**config.mk**
```make
export PLATFORM = sky130hd
export DESIGN_NAME = mem_arbiter_flat
export DESIGN_NICKNAME = d
export VERILOG_FILES = /design/src/rtl/mem_arb_pkg.sv /design/src/rtl/mem_arbiter_if.sv /design/src/rtl/arb_starve_ctr.sv /design/src/rtl/mem_arbiter.sv /design/src/flat_wrapper.sv
export SDC_FILE = /design/constraint.sdc
export NUM_CORES = 1
export LEC_CHECK = 0
export CAP_MARGIN = 5
export CORE_ASPECT_RATIO = 1.4
export CORE_MARGIN = 2
export CORE_UTILIZATION = 47
export CTS_BUF_LIST = sky130_fd_sc_hd__clkbuf_4
export DETAILED_ROUTE_END_ITERATION = 7
export PLACE_DENSITY = 0.87
export SLEW_MARGIN = 10
export SYNTH_ARGS = -nofsm -noshare
export SYNTH_HDL_FRONTEND = slang
export SYNTH_SLANG_ARGS = --single-unit
```
**constraint.sdc**
```tcl
create_clock -name clock -period 3.2 [get_ports clock]
set_input_delay 0.64 -clock clock [delete_from_list [all_inputs] [get_ports clock]]
set_output_delay 0.64 -clock clock [all_outputs]
set_load 0.1 [all_outputs]
```
**src/rtl/mem_arb_pkg.sv**
```systemverilog
// Shared types for the memory arbiter: FSM state encoding and the owner tag
// of the read currently in flight.
package mem_arb_pkg;

   typedef enum logic [1:0] {
      RUN    = 2'd0,
      DRAIN  = 2'd1,
      HALTED = 2'd2
   } state_t;

   typedef enum logic [1:0] {
      OWN_NONE = 2'd0,
      OWN_IF   = 2'd1,
      OWN_DS   = 2'd2
   } owner_t;

   // Starvation counter width covers STARVE_MAX up to 15.
   localparam int STARVE_W = 4;
   // Width of the optional conflict statistics counter.
   localparam int STAT_W   = 16;

endpackage

```
**src/rtl/mem_arbiter_if.sv**
```systemverilog
// Request/grant and memory bus signals between the pipeline stages and the
// arbiter. The master side is the requesters, the slave side is the arbiter.
interface mem_arbiter_if #(
   parameter int ADDR_W = 8,
   parameter int DATA_W = 8
);
   logic              if_req;
   logic [ADDR_W-1:0] if_addr;
   logic              if_gnt;
   logic              if_rvalid;

   logic              ds_req;
   logic              ds_we;
   logic [ADDR_W-1:0] ds_addr;
   logic [DATA_W-1:0] ds_wdata;
   logic              ds_gnt;
   logic              ds_rvalid;

   logic              halt;
   logic              halted;

   logic              mem_en;
   logic              mem_we;
   logic [ADDR_W-1:0] mem_addr;
   logic [DATA_W-1:0] mem_wdata;

   modport master (
      output if_req, if_addr, ds_req, ds_we, ds_addr, ds_wdata, halt,
      input  if_gnt, if_rvalid, ds_gnt, ds_rvalid, halted,
             mem_en, mem_we, mem_addr, mem_wdata
   );

   modport slave (
      input  if_req, if_addr, ds_req, ds_we, ds_addr, ds_wdata, halt,
      output if_gnt, if_rvalid, ds_gnt, ds_rvalid, halted,
             mem_en, mem_we, mem_addr, mem_wdata
   );
endinterface

```
**src/rtl/arb_starve_ctr.sv**
```systemverilog
// Fetch starvation counter: counts conflicts lost by fetch, saturating at
// STARVE_MAX, and clears whenever fetch is granted.
module arb_starve_ctr
   import mem_arb_pkg::*;
#(
   parameter int STARVE_MAX = 3
) (
   input  logic clock,
   input  logic reset,
   input  logic lose,
   input  logic win,
   output logic at_max
);

   logic [STARVE_W-1:0] cnt_q;

   assign at_max = (cnt_q == STARVE_W'(STARVE_MAX));

   // Count lost conflicts; a fetch grant always wins over a loss.
   always_ff @(posedge clock) begin
      if (reset) begin
         cnt_q <= '0;
      end else if (win) begin
         cnt_q <= '0;
      end else if (lose && !at_max) begin
         cnt_q <= cnt_q + 1'b1;
      end
   end

endmodule

```
**src/rtl/mem_arbiter.sv**
```systemverilog
// Single-port memory arbiter between the fetch stage (if) and the data stage
// (ds). Data stage wins conflicts unless fetch has lost STARVE_MAX in a row.
// A halt drains any in-flight read and then parks the arbiter until reset.
// Optional feature: define MEM_ARB_STATS_EN to add the conflict_cnt output.
module mem_arbiter
   import mem_arb_pkg::*;
#(
   parameter int ADDR_W     = 8,
   parameter int DATA_W     = 8,
   parameter int STARVE_MAX = 3
) (
   input  logic         clock,
   input  logic         reset,
   mem_arbiter_if.slave bus
`ifdef MEM_ARB_STATS_EN
   ,
   output logic [STAT_W-1:0] conflict_cnt
`endif
);

   state_t            state_q, state_d;
   owner_t            rd_owner_q, rd_owner_d;
   logic [ADDR_W-1:0] addr_q, mem_addr_d;
   logic [DATA_W-1:0] wdata_q, mem_wdata_d;
   logic              grant_ok;
   logic              conflict;
   logic              if_gnt, ds_gnt;
   logic              at_max;

   arb_starve_ctr #(
      .STARVE_MAX (STARVE_MAX)
   ) u_starve (
      .clock  (clock),
      .reset  (reset),
      .lose   (conflict && ds_gnt),
      .win    (if_gnt),
      .at_max (at_max)
   );

   // Arbitration and memory bus drive for the current cycle.
   always_comb begin
      // NOTE: every output of this block gets a default first, so no path can
      // leave a value unassigned and infer a latch.
      grant_ok    = (state_q == RUN) && !bus.halt && !reset;
      conflict    = 1'b0;
      if_gnt      = 1'b0;
      ds_gnt      = 1'b0;
      rd_owner_d  = OWN_NONE;
      mem_addr_d  = addr_q;
      mem_wdata_d = wdata_q;

      if (grant_ok) begin
         conflict = bus.if_req && bus.ds_req;
         if_gnt   = bus.if_req && (!bus.ds_req || at_max);
         ds_gnt   = bus.ds_req && !if_gnt;
      end

      if (if_gnt) begin
         mem_addr_d = bus.if_addr;
         rd_owner_d = OWN_IF;
      end else if (ds_gnt) begin
         mem_addr_d  = bus.ds_addr;
         mem_wdata_d = bus.ds_wdata;
         rd_owner_d  = bus.ds_we ? OWN_NONE : OWN_DS;
      end
   end

   // Next-state logic: halt drains an in-flight read before parking.
   always_comb begin
      state_d = state_q;
      case (state_q)
         RUN: begin
            if (bus.halt) begin
               state_d = (rd_owner_q != OWN_NONE) ? DRAIN : HALTED;
            end
         end
         DRAIN: begin
            if (rd_owner_q == OWN_NONE) begin
               state_d = HALTED;
            end
         end
         HALTED:  state_d = HALTED;
         default: state_d = RUN;
      endcase
   end

   // State, in-flight tag and held bus values.
   always_ff @(posedge clock) begin
      // NOTE: sequential state uses non-blocking assignments only, so every
      // register samples pre-edge values regardless of statement order.
      if (reset) begin
         state_q    <= RUN;
         rd_owner_q <= OWN_NONE;
         addr_q     <= '0;
         wdata_q    <= '0;
      end else begin
         state_q    <= state_d;
         rd_owner_q <= rd_owner_d;
         addr_q     <= mem_addr_d;
         wdata_q    <= mem_wdata_d;
      end
   end

   assign bus.if_gnt    = if_gnt;
   assign bus.ds_gnt    = ds_gnt;
   // A reset arriving while the read data is due cancels the rvalid.
   assign bus.if_rvalid = (rd_owner_q == OWN_IF) && !reset;
   assign bus.ds_rvalid = (rd_owner_q == OWN_DS) && !reset;
   assign bus.mem_en    = if_gnt || ds_gnt;
   assign bus.mem_we    = ds_gnt && bus.ds_we;
   assign bus.mem_addr  = mem_addr_d;
   assign bus.mem_wdata = mem_wdata_d;
   assign bus.halted    = (state_q == HALTED);

`ifdef MEM_ARB_STATS_EN
   logic [STAT_W-1:0] conflict_q;

   // Saturating count of arbitrated conflict cycles.
   always_ff @(posedge clock) begin
      if (reset) begin
         conflict_q <= '0;
      end else if (conflict && (conflict_q != {STAT_W{1'b1}})) begin
         conflict_q <= conflict_q + 1'b1;
      end
   end

   assign conflict_cnt = conflict_q;
`endif

endmodule

```
**src/flat_wrapper.sv**
```systemverilog
// flat-port wrapper written by rule: the top's interface ports become plain ports
module mem_arbiter_flat import mem_arb_pkg::*;
#(
   parameter int ADDR_W     = 8,
   parameter int DATA_W     = 8,
   parameter int STARVE_MAX = 3
)
  (clock, reset, bus_if_req, bus_if_addr, bus_ds_req, bus_ds_we, bus_ds_addr, bus_ds_wdata, bus_halt, bus_if_gnt, bus_if_rvalid, bus_ds_gnt, bus_ds_rvalid, bus_halted, bus_mem_en, bus_mem_we, bus_mem_addr, bus_mem_wdata);
  mem_arbiter_if #(.ADDR_W(ADDR_W), .DATA_W(DATA_W)) bus_i ();
  input  logic clock;
  input  logic reset;
  input wire logic [$bits(bus_i.if_req)-1:0] bus_if_req;
  input wire logic [$bits(bus_i.if_addr)-1:0] bus_if_addr;
  input wire logic [$bits(bus_i.ds_req)-1:0] bus_ds_req;
  input wire logic [$bits(bus_i.ds_we)-1:0] bus_ds_we;
  input wire logic [$bits(bus_i.ds_addr)-1:0] bus_ds_addr;
  input wire logic [$bits(bus_i.ds_wdata)-1:0] bus_ds_wdata;
  input wire logic [$bits(bus_i.halt)-1:0] bus_halt;
  output wire logic [$bits(bus_i.if_gnt)-1:0] bus_if_gnt;
  output wire logic [$bits(bus_i.if_rvalid)-1:0] bus_if_rvalid;
  output wire logic [$bits(bus_i.ds_gnt)-1:0] bus_ds_gnt;
  output wire logic [$bits(bus_i.ds_rvalid)-1:0] bus_ds_rvalid;
  output wire logic [$bits(bus_i.halted)-1:0] bus_halted;
  output wire logic [$bits(bus_i.mem_en)-1:0] bus_mem_en;
  output wire logic [$bits(bus_i.mem_we)-1:0] bus_mem_we;
  output wire logic [$bits(bus_i.mem_addr)-1:0] bus_mem_addr;
  output wire logic [$bits(bus_i.mem_wdata)-1:0] bus_mem_wdata;
  assign bus_i.if_req = bus_if_req;
  assign bus_i.if_addr = bus_if_addr;
  assign bus_i.ds_req = bus_ds_req;
  assign bus_i.ds_we = bus_ds_we;
  assign bus_i.ds_addr = bus_ds_addr;
  assign bus_i.ds_wdata = bus_ds_wdata;
  assign bus_i.halt = bus_halt;
  assign bus_if_gnt = bus_i.if_gnt;
  assign bus_if_rvalid = bus_i.if_rvalid;
  assign bus_ds_gnt = bus_i.ds_gnt;
  assign bus_ds_rvalid = bus_i.ds_rvalid;
  assign bus_halted = bus_i.halted;
  assign bus_mem_en = bus_i.mem_en;
  assign bus_mem_we = bus_i.mem_we;
  assign bus_mem_addr = bus_i.mem_addr;
  assign bus_mem_wdata = bus_i.mem_wdata;
  mem_arbiter #(.ADDR_W(ADDR_W), .DATA_W(DATA_W), .STARVE_MAX(STARVE_MAX)) u_core (.clock(clock), .reset(reset), .bus(bus_i));
endmodule
```
==> out/results.tsv, run 1 <==
stage	metric	value	unit
run_status	status	finished, final reports clean	
synth	synth_area_leader_cell	dfxtp_1	
critical_path	critPathKind	input pin to output port	
route	dr.pass1.iters	4	
grt	grt_pass1_wl	5.97	mm
route	ant_nets	0	
power_and_ir_drop	p_clk_share	15.6	%
route	vias	1371	
synth	synth.avg_cell_area	8.99	um2
timing	drv_slew	0	
synth	yosysWarnings	0	
synth	synth-async-reset-ratio	0	%
floorplan	core	2620	um2
critical_path	worstReg2RegEnd	u_core.addr_q[3]	
timing	worst_slew_margin_rel	73.6	%
synth	yosys.cell_types.count	31	
power_and_ir_drop	switchingPower	366	uW
timing	fin_skew	0.00199	ns
worst_hold_path	hp-class	flip-flop to flip-flop	
critical_path	timing.rr.start	u_core.u_starve.cnt_q[0]	
route	viasPerCell	5.83	
clock_network	clk_pin_slew	0.13	ns
floorplan	die_w	48.2	um
synth	synth_most_common_cell	dfxtp_1	
clock_network	cts_hold_buf	0	
synth	ys_top_cells_by_count	dfxtp_1 (24), a221o_1 (16), a21oi_1 (14)	
critical_path	r2r.worst_path.cells	5	
power_and_ir_drop	combPwrFrac	47.7	%
final_layout	layout.nets	235	
route	drt-total-wl	3.71	mm
route	route.met3.wl	253	um
synth	synth.ff_latch_count	24	
grt	grt_pass1_vias	1422	
placement	dp_hpwl	2.96	mm
synth	ys_seq_area_share	37.4	%
placement	numPortBuffers	52	
critical_path	critPathMaxStageDelay	0.57	ns
synth	synth-edff-count	0	
timing	max_freq	327	MHz
power_and_ir_drop	p_seq_share	36.7	%
clock_network	htree_levels	1	
synth	synth_top_area_share	37.4	%
final_layout	fillers	167	
power_and_ir_drop	p_int	523	uW
grt	grt_max_degree	17	
route	maxUsedRoutingLayer	met4	
route	dr_wl_met2	1.96	mm
critical_path	crit_path_cell_trace	clkdlybuf4s50_1, nand4bb_1, o21ai_0, nand2_1, buf_12	
floorplan	die-height	65.9	um
critical_path	cp-start-kind	input pin	
worst_hold_path	min-delay-start	u_core.u_starve.cnt_q[0]	
critical_path	end_kind	output port	
clock_network	cts_tree	built	
critical_path	rrSetupSlack	1.36	ns
power_and_ir_drop	ir_drop	0.358	mV
clock_network	cts_sinks	24	
timing	tns	0	ns
floorplan	rows	22	
grt	grt_usage	25.6	%
final_layout	syn2layout_area_growth	64.5	%
clock_network	postCtsSetupBuffers	0	
synth	synthTopCellsByArea	dfxtp_1 (37%), a221o_1 (12%), a21oi_1 (5.5%)	
route	wl_met1	1.42	mm
placement	globalplace.congestion	0.774	
power_and_ir_drop	p_per_area	421	nW/um2
grt	antenna_found_initial	0	
power_and_ir_drop	power	890	uW
final_layout	drive_gt1_share	20.1	%
timing	setup_viol	0	
worst_hold_path	hold_depth	2	
clock_network	cts_made_buffers	3	
job	maxCapViolations	0	
worst_hold_path	min_to	u_core.u_starve.cnt_q[0]	
critical_path	arrival	2.42	ns
floorplan	dieArea	3170	um2
power_and_ir_drop	switching_share	41.2	%
timing	period_needed	3.06	ns
timing	worst_pin_slew	0.396	ns
clock_network	cts-root-buf	clkbuf_4	
power_and_ir_drop	p_leak	0.000870	uW
synth	netlist_area	1280	um2
timing	rsz0062_at_grt	no	
clock_network	clock_latency	0.32	ns
route	drt_iter0_drc	42	
grt	grt_overflow	0	
clock_network	cts.path.max_buffers	2	
critical_path	worstPathMaxFanout	10	
floorplan	initial_core_util	49.1	%
final_layout	antenna_cells	0	
synth	synth_cells	143	
timing	period_share	95.7	%
synth	synth_nets	178	
route	wl_per_cell	15.8	um
floorplan	design.portCount	53	
critical_path	crit_required	2.56	ns
clock_network	post_cts_resized	0	
route	drc	0	
timing	hold_viol	0	
synth	ys.flop_type	dfxtp_1	
critical_path	slowest_stage	clkdlybuf4s50_1	
kinds of logic (layout without fill, tap and decap cells):
group                    Yosys count  in the layout  synth area share (%)
AO/OA/AOI/OAI                     48             48                  27.4
adder cells (fa/ha/maj)            5              5                  4.87
buffers and inverters             11             67                  4.09
flip-flops                        24             24                  37.4
AND/OR/NAND/NOR                   55             55                  26.3
area by class of cell:
cell class,instances,area [um2],area share (%)
Multi-Input combinational cell,108,752,35.6
Inverter,3,11.3,0.533
Clock inverter,1,3.75,0.178
Tap cell,36,45.0,2.13
Timing Repair Buffer,60,798,37.8
Clock buffer,3,22.5,1.07
Sequential cell,24,480,22.7
cells in the final DEF, fill, tap and decap left out:
master           count
buf_4                9
inv_1                3
buf_12              22
nor2b_1              4
o32ai_1              1
or3b_4               1
nand4b_1             1
o21ai_0             11
a21oi_4              1
nand2_1             12
o31ai_1              1
or2_2                1
o21a_1               1
clkinv_1             1
nor3_1               1
nand4bb_1            3
and3_1               9
o2111ai_1            2
nand2b_1             2
ha_1                 5
nor3b_1              4
nand4_1              2
clkdlybuf4s50_1     29
a21oi_2              1
a221o_1             16
dfxtp_1             24
a21oi_1             14
nor2_1               3
and4bb_2             2
nor4bb_1             1
nand3_1              9
clkbuf_4             3
worst max-delay path: cells and delay by family:
| family | cells | cell delay [ns] |
|---|---|---|
| and+or+nand+nor | 2 | 0.63 |
| AOI/OAI and AO/OA | 1 | 0.39 |
| buffers and inverters | 2 | 0.76 |
how the worst max path moves through the flow:
stage	cells after the start	slack (ns)	start	end
after floorplan	2	-0.49	reset	bus_ds_rvalid
after global placement	5	0.24	reset	bus_mem_addr[4]
after detailed placement	5	0.16	reset	bus_mem_wdata[4]
after CTS	5	0.16	reset	bus_mem_wdata[4]
after global routing	5	0.03	reset	bus_mem_wdata[4]
final	5	0.14	reset	bus_mem_wdata[4]
sequential cells by signal, summed over array words and instances, names as in the netlist:
register and flops:
u_core.u_starve.cnt_q 4, u_core.wdata_q 8, u_core.addr_q 8, u_core.rd_owner_q 2, u_core.state_q 2
routing by layer:
metal / vias up / track usage [%]
met5: - / 0
met3: 9 / 5.19
met1: 640 / 27.0
li1: 664 / -
met4: 0 / 11.5
met2: 58 / 45.2
through the flow:
step | utilization [%] | cells | hold slack [ns] | instance area [um2] | setup WS (ns)
5_1_grt | 80.8 | 235 | 0.534 | 2110 | 0.0331
3_5_place_dp | 79.8 | 231 | 0.474 | 2090 | 0.161
2_1_floorplan | - | 143 | 0.454 | 1280 | -0.494
6_report | 80.8 | 235 | 0.500 | 2110 | 0.138
4_1_cts | 80.8 | 235 | 0.498 | 2110 | 0.161
3_3_place_gp | 79.8 | 231 | 0.461 | 2090 | 0.244
power groups by stage:
stage / logic [uW] / clock network, uW / registers [uW]
global placement: 417 / 0 / 331
detailed placement: 424 / 0 / 333
global route: 440 / 148 / 328
floorplan: 264 / 0 / 329
finish: 425 / 139 / 326
CTS: 425 / 142 / 326
Power figures use the tool's default switching activity.
==> inputs of run 2 (changes only) <==
- CORE_UTILIZATION: 47 -> 65
- DONT_BUFFER_PORTS: unset -> 1
- PLACE_DENSITY: 0.87 -> 0.81
==> out/results.tsv, run 2 (synthesis gave the netlist of run 1 again) <==
stage	metric	value	unit	change
job	maxCapViolations	0		unchanged
route	viasPerCell	7.36		was 5.83
critical_path	rrSetupSlack	1.00	ns	was 1.36 ns
floorplan	die_w	41.6	um	was 48.2 um
route	ant_nets	0		unchanged
final_layout	layout.nets	200		was 235
timing	period_share	94.6	%	was 95.7%
floorplan	core	1930	um2	was 2620 um2
power_and_ir_drop	p_per_area	482	nW/um2	was 421 nW/um2
critical_path	cp.buffers_inverters	3		was 2
grt	grt_max_degree	24		was 17
floorplan	die-height	56.6	um	was 65.9 um
clock_network	cts_made_buffers	3		unchanged
critical_path	cp-start-kind	flip-flop		was input pin
final_layout	top_regs	u_core.addr_q (8), u_core.wdata_q (8), u_core.u_starve.cnt_q (4)		unchanged
power_and_ir_drop	p_leak	0.000727	uW	was 0.000870 uW
power_and_ir_drop	ir_drop	0.371	mV	was 0.358 mV
route	drc	0		unchanged
final_layout	fin_area	1740	um2	was 2110 um2
grt	grt_pass1_wl	6.68	mm	was 5.97 mm
timing	setup_viol	0		unchanged
floorplan	dieArea	2350	um2	was 3170 um2
critical_path	critPathKind	flip-flop to output port		was input pin to output port
clock_network	htree_levels	1		unchanged
clock_network	cts.path.max_buffers	2		unchanged
floorplan	rows	19		was 22
grt	grt_overflow	0		unchanged
critical_path	slowest_stage	nand4bb_1		was clkdlybuf4s50_1
critical_path	crit_required	2.56	ns	about the same
critical_path	worstPathMaxFanout	15		was 10
critical_path	worst_path_most_repeated_cell	buf_12		
critical_path	critPathMaxStageDelay	0.38	ns	was 0.57 ns
grt	grt_usage	36.8	%	was 25.6%
timing	hold_viol	0		unchanged
route	drt_iter0_drc	60		was 42
placement	globalplace.congestion	0.802		was 0.774
placement	numPortBuffers	0		was 52
critical_path	end_kind	output port		unchanged
grt	antenna_found_initial	0		unchanged
critical_path	r2r.worst_path.cells	7		was 5
critical_path	crit_start	u_core.state_q[1]		was reset
timing	worst_pin_slew	0.982	ns	was 0.396 ns
clock_network	cts_hold_buf	0		unchanged
route	drt-total-wl	4.25	mm	was 3.71 mm
timing	max_freq	330	MHz	was 327 MHz
critical_path	crit_cells	7		was 5
final_layout	antenna_cells	0		unchanged
timing	fin_skew	0.00305	ns	was 0.00199 ns
floorplan	design.portCount	53		unchanged
critical_path	timing.rr.start	u_core.state_q[1]		was u_core.u_starve.cnt_q[0]
placement	placed_area	1700	um2	was 2090 um2
timing	rsz0062_at_grt	no		unchanged
final_layout	utilization	90.6	%	was 80.8%
timing	tns	0	ns	unchanged
clock_network	clk_pin_slew	0.13	ns	about the same
critical_path	cp_top_family	compound AO/OA/AOI/OAI gates		was buffers and inverters
final_layout	final_cell_mix	dfxtp_1 (24), buf_12 (17), a221o_1 (16), a21oi_1 (14), nand2_1 (12)		was clkdlybuf4s50_1 (29), dfxtp_1 (24), buf_12 (22), a221o_1 (16), a21oi_1 (14)
clock_network	cts_tree	built		unchanged
clock_network	cts-root-buf	clkbuf_4		unchanged
grt	grt_pass1_vias	1410		was 1422
final_layout	drive_gt1_share	22.6	%	was 20.1%
route	vias	1361		was 1371
floorplan	initial_core_util	66.7	%	was 49.1%
placement	dp_hpwl	3.02	mm	was 2.96 mm
final_layout	final_common_cell	dfxtp_1		was clkdlybuf4s50_1
clock_network	clock_latency	0.32	ns	about the same
worst_hold_path	hp-class	input pin to flip-flop		was flip-flop to flip-flop
route	dr.pass1.iters	4		unchanged
timing	worst_slew_margin_rel	34.7	%	was 73.6%
critical_path	worstReg2RegEnd	u_core.addr_q[6]		was u_core.addr_q[3]
timing	period_needed	3.03	ns	was 3.06 ns
clock_network	post_cts_resized	0		unchanged
final_layout	syn2layout_area_growth	35.7	%	was 64.5%
critical_path	cp-endpoint	bus_mem_addr[4]		was bus_mem_wdata[4]
critical_path	crit_path_cell_trace	inv_1, ha_1, nand4bb_1, a21oi_4, buf_12, a221o_1, buf_12		was clkdlybuf4s50_1, nand4bb_1, o21ai_0, nand2_1, buf_12
timing	drv_slew	0		unchanged
run_status	status	finished, final reports clean		unchanged
route	wl_per_cell	23.0	um	was 15.8 um
clock_network	cts_sinks	24		unchanged
critical_path	arrival	2.39	ns	was 2.42 ns
-- run 2: changes by cell type in the layout (fill, tap and decap cells not counted), sizes merged --
cell	before	now
buf	31	23
clkbuf	3	5
clkdlybuf4s50	29	0
-- run 2: per-layer routing --
metal,up-vias,GRT usage [%],part of all wire (%)
li1,598,-,-
met1,653,38.5,33
met2,88,63.8,54
met3,22,9.97,8.3
met4,0,22.1,4.8
met5,-,0,0
-- run 2: power breakdown --
group	internal, uW	leakage (uW)	total (uW)	switching (uW)
registers	316	0.000195	328	11.7
logic	121	0.000516	376	255
clock network	45.7	0.0000154	137	90.9
total	482	0.000727	840	358
-- run 2: worst register-to-register path: stages (launching register included) --
cell	delay [ns]
dfxtp_1	0.36
inv_1	0.13
ha_1	0.35
nand4bb_1	0.38
a21oi_4	0.27
buf_12	0.16
buf_4	0.31
a221o_1	0.20
-- run 2: how the worst min path moves through the flow --
stage / start / to / depth (start not counted)
floorplan: u_core.u_starve.cnt_q[1] / u_core.u_starve.cnt_q[1] / 2
global placement: u_core.u_starve.cnt_q[1] / u_core.u_starve.cnt_q[1] / 2
detailed placement: u_core.addr_q[6] / u_core.addr_q[6] / 1
CTS: reset / u_core.wdata_q[2] / 1
global route: reset / u_core.wdata_q[7] / 1
finish: reset / u_core.wdata_q[6] / 1
-- run 2: stage by stage --
stage / power [uW] / worst slack (ns) / instances / hold WS (ns)
3_5_place_dp: 704 / 0.534 / 180 / 0.473
2_1_floorplan: 594 / -0.494 / 143 / 0.454
6_report: 840 / 0.172 / 185 / 0.369
3_3_place_gp: 690 / 0.733 / 180 / 0.458
5_1_grt: 862 / 0.0506 / 185 / 0.350
4_1_cts: 837 / 0.164 / 184 / 0.368
-- run 2: cell type report --
cell class                 count  area, um2
timing repair buffer          25        435
tap                           21       26.3
inverter                       3       11.3
clock inverter                 1       3.75
sequential                    24        480
clock buffer                   3       22.5
multi-input combinational    108        764
fill                          77        181
-- run 2: repair_timing --
item	4_1_cts	5_1_grt
buffers inserted	0	1
endpoints found under the setup margin	0	8
hold endpoints to repair	0	0
